**src/rtl/shared_cnt_sched.sv**
```systemverilog
// shared_cnt_sched: round-robin owner of a single shared up-counter.
// Each requester gets the counter for one interval of its latched length,
// then receives a one-cycle done pulse. Outputs are all registered.
// Optional: define SHARED_CNT_SCHED_ABORT_EN to let the owner cancel a run
// by dropping req while RUN is active (no done pulse in that case).
module shared_cnt_sched #(
   parameter int NUM_REQ = 4,
   parameter int CNT_W   = 8
) (
   input  logic                     clk,
   input  logic                     rst_n,
   input  logic [NUM_REQ-1:0]       req,
   input  logic [NUM_REQ*CNT_W-1:0] len,
   output logic [NUM_REQ-1:0]       gnt,
   output logic [NUM_REQ-1:0]       done,
   output logic [CNT_W-1:0]         cnt,
   output logic                     busy
);

   localparam int IDX_W = $clog2(NUM_REQ);

   typedef enum logic [1:0] {IDLE, RUN, DONE} state_t;

   state_t             state, state_nxt;
   logic [IDX_W-1:0]   ptr, ptr_nxt;
   logic [IDX_W-1:0]   owner, owner_nxt, owner_inc;
   logic [CNT_W-1:0]   len_q, len_nxt, cnt_nxt;
   logic [NUM_REQ-1:0] gnt_nxt, done_nxt;
   logic               busy_nxt;
   logic               found;
   logic [IDX_W-1:0]   pick, cand;

   // The pointer moves past the finishing owner so it gets lowest priority next.
   assign owner_inc = (owner == IDX_W'(NUM_REQ - 1)) ? '0 : owner + IDX_W'(1);

   // Round-robin search: first pending request at or above the pointer, wrapping.
   always_comb begin
      found = 1'b0;
      pick  = ptr;
      cand  = ptr;
      for (int off = 0; off < NUM_REQ; off++) begin
         cand = IDX_W'((int'(ptr) + off) % NUM_REQ);
         if (!found && req[cand]) begin
            found = 1'b1;
            pick  = cand;
         end
      end
   end

   // Next-state and next-output logic; outputs are staged here and registered below.
   always_comb begin
      state_nxt = state;
      ptr_nxt   = ptr;
      owner_nxt = owner;
      len_nxt   = len_q;
      cnt_nxt   = cnt;
      gnt_nxt   = gnt;
      done_nxt  = '0;
      case (state)
         IDLE: begin
            if (found) begin
               state_nxt = RUN;
               owner_nxt = pick;
               len_nxt   = len[int'(pick)*CNT_W +: CNT_W];
               gnt_nxt   = NUM_REQ'(1) << pick;
               cnt_nxt   = '0;
            end
         end
         RUN: begin
`ifdef SHARED_CNT_SCHED_ABORT_EN
            if (!req[owner]) begin
               state_nxt = IDLE;
               gnt_nxt   = '0;
               cnt_nxt   = '0;
               ptr_nxt   = owner_inc;
            end else
`endif
            if (cnt == len_q) begin
               // Compare before incrementing, so cnt tops out at len and never wraps.
               state_nxt = DONE;
               gnt_nxt   = '0;
               cnt_nxt   = '0;
               done_nxt  = NUM_REQ'(1) << owner;
               ptr_nxt   = owner_inc;
            end else begin
               cnt_nxt = cnt + CNT_W'(1);
            end
         end
         DONE: begin
            state_nxt = IDLE;
         end
         default: begin
            state_nxt = IDLE;
            gnt_nxt   = '0;
            cnt_nxt   = '0;
         end
      endcase
      busy_nxt = (state_nxt != IDLE);
   end

   // State and output registers; async reset clears everything with no done pulse.
   always_ff @(posedge clk or negedge rst_n) begin
      if (!rst_n) begin
         state <= IDLE;
         ptr   <= '0;
         owner <= '0;
         len_q <= '0;
         cnt   <= '0;
         gnt   <= '0;
         done  <= '0;
         busy  <= 1'b0;
      end else begin
         state <= state_nxt;
         ptr   <= ptr_nxt;
         owner <= owner_nxt;
         len_q <= len_nxt;
         cnt   <= cnt_nxt;
         gnt   <= gnt_nxt;
         done  <= done_nxt;
         busy  <= busy_nxt;
      end
   end

endmodule

```
**config.mk**
```make
export PLATFORM = sky130hd
export DESIGN_NAME = shared_cnt_sched
export DESIGN_NICKNAME = d
export VERILOG_FILES = /design/src/rtl/shared_cnt_sched.sv
export SDC_FILE = /design/constraint.sdc
export NUM_CORES = 1
export LEC_CHECK = 0
export ABC_CLOCK_PERIOD_IN_PS = 4800
export BUFFER_PORTS_ARGS = -buffer_cell sky130_fd_sc_hd__buf_4
export CAP_MARGIN = 25
export CELL_PAD_IN_SITES_DETAIL_PLACEMENT = 0
export CELL_PAD_IN_SITES_GLOBAL_PLACEMENT = 1
export CORE_MARGIN = 3
export CORE_UTILIZATION = 42
export DETAILED_ROUTE_END_ITERATION = 8
export PLACE_DENSITY_LB_ADDON = 0.1
export SETUP_SLACK_MARGIN = 0.02
export SYNTH_ARGS = -nofsm -noshare
export SYNTH_HDL_FRONTEND = slang
export SYNTH_SLANG_ARGS = --single-unit
export TNS_END_PERCENT = 5
```
**constraint.sdc**
```tcl
create_clock -name clk -period 4.8 [get_ports clk]
set_input_delay 0.24 -clock clk [delete_from_list [all_inputs] [get_ports clk]]
set_output_delay 0.24 -clock clk [all_outputs]
set_load 0.1 [all_outputs]
```
==> impl_metrics.tcl <==
set metrics [dict create \
    design_area_sq_um 2340 \
    cts_resized 0 \
    rsz0062_at_grt "no" \
    cp.arrival_ps 2340 \
    vias 1480 \
    yosysWarnings 0 \
    initial_core_util 0.459 \
    track_usage 0.176 \
    maxSlewViolCount 0 \
    grt_max_degree 32 \
    clockBufferDepth 2 \
    crit_type "reg2reg" \
    ys_seq_area_frac 0.438 \
    seq_area_sq_um 776 \
    relSlewSlack 0.376 \
    vias_per_cell 5.46 \
    antenna_found_initial 0 \
    gp_congestion 0.762 \
    io-pin-count 55 \
    ant_nets 0 \
    drt_iter0_drc 103 \
    insertion_delay_ps 280 \
    final_util 0.606 \
    cp.required_ps 4970 \
    drt_first_pass_iters 4 \
    layout_common_cells "54 x buf_4, 31 x dfrtp_1, 18 x nor2_1, 8 x xor2_1, 8 x a21oi_1" \
    numCtsBuffers 5 \
    syn_avg_cell_area_sq_um 10.8 \
    h-tree-depth 2 \
    dp_hpwl_microns 3180 \
    postCtsHoldBufs 1 \
    crit_path_max_fanout 14 \
    cts.sink_count 31 \
    layout.cells.most_common "buf_4" \
    fmax_mhz 463 \
    path_clk_slew_ps 70 \
    cellPowerDensity_nw_per_um2 621 \
    startpoint_type "register" \
    ir_drop_mv 0.293 \
    hold_viol 0 \
    synth.ff_latch_count 31 \
    drc_errors 0 \
    syn_area_sq_um 1770 \
    synthFlopType "dfrtp_1" \
    die_h_microns 70.9 \
    hold_class "in2reg" \
    cts-root-buf "clkbuf_8" \
    setup_viol 0 \
    grt-ovfl-total 0 \
    fin_setup_tns_ps 0 \
    crit_path_end_kind "register" \
    dieWidth_microns 70.9 \
    cts_tree "yes" \
    core_area_sq_um 3850 \
    synth_edf_count 0 \
    dpl_cell_area_sq_um 2210 \
    fill_cells 355 \
    postCtsSetupRepairBufs 0 \
    die_area_sq_um 5030 \
    run_status "finished, final reports clean" \
    synthArstFlopShare 1.00 \
    wl_per_cell_microns 15.5 \
    power.leakage_uw 0.00107 \
    n_antenna_cell 0 \
    synth_cells 164 \
    synth_cell_types 38 \
    grt_pass1_vias 1419 \
    min_period_ps 2160 \
    grt_pass1_wl_microns 6910 \
    multi_input_area_sq_um 947 \
    syn_nets 207 \
    maxCapViolations 0 \
    area_delta_synth_final_pct 31.9 \
    wl_microns 4190 \
    drive_gt1_frac 0.399 \
    worstMarginPinSlew_ps 935 \
    rows 22 \
    fin_crit_sh 0.450 \
    fin_worst_skew_ps 7.25 \
    port_buffers 54 \
    nNetsFinal 265 \
]
## layer usage
layer,routed length (microns),GRT usage
met5,0,0
met4,46,0.0564
met3,326,0.0611
met2,1970,0.271
met1,1850,0.235
## critical path, cell delays in order (launching register included)
cell and delay (ps):
dfrtp_1 470, xor2_1 200, nor4_2 380, a21oi_1 370, or2_1 380, a22o_1 250
## registers in the layout, summed over array words and instances (netlist names)
signal  cells
done        4
owner       2
cnt         8
len_q       8
busy        1
ptr         2
gnt         4
state       2
## power breakdown
group          internal [uW]  switching (uW)
Combinational            272             497
Sequential               350             104
Clock                    131            98.3
## cell families after synthesis
logic type	share of synthesized area
adder cells (fa/ha/maj)	0.0353
flip-flops	0.438
XOR/XNOR	0.0396
buffers and inverters	0.0304
AO/OA/AOI/OAI	0.180
multiplexers	0.110
AND/OR/NAND/NOR	0.167
## final timing paths
| kind | start | to | slack (ps) | cells past startpoint |
|---|---|---|---|---|
| min in group asynchronous | rst_n | cnt[0] | 430 | 2 |
| worst min-delay path | len[10] | len_q[2] | 280 | 3 |
| worst max-delay path | cnt[4] | gnt[0] | 2640 | 5 |
| worst min register to register | state[1] | busy | 500 | 1 |
| max in group asynchronous | rst_n | state[1] | 4080 | 2 |
| worst max register to register | cnt[4] | gnt[0] | 2640 | 5 |
## cells in the mapped netlist (all sizes together), types with 6 or more instances
master | instances | area, sq um
inv | 6 | 22.5
mux2i | 6 | 60.1
xor2 | 8 | 70.1
nor4 | 8 | 68.8
o21ai | 6 | 33.8
a22o | 7 | 61.3
a211oi | 7 | 52.6
nor2 | 20 | 80.1
dfrtp | 31 | 776
mux2 | 6 | 67.6
a21oi | 10 | 57.6
## area by class of cell
class | instances | area share
inverter | 6 | 0.00964
timing repair buffer | 56 | 0.184
clock buffer | 8 | 0.0428
tap | 48 | 0.0257
sequential | 31 | 0.332
multi-input combinational | 122 | 0.405
## metrics by stage
step	power [uW]	hold slack, ps	std cells	worst slack [ps]
2_1_floorplan	1050	-55.6	164	2440
3_3_place_gp	1210	194	261	2550
3_5_place_dp	1230	204	261	2400
4_1_cts	1460	289	270	2390
5_1_grt	1550	290	271	2470
6_report	1450	282	271	2640
Note: power is estimated with default switching activity, not from simulation.
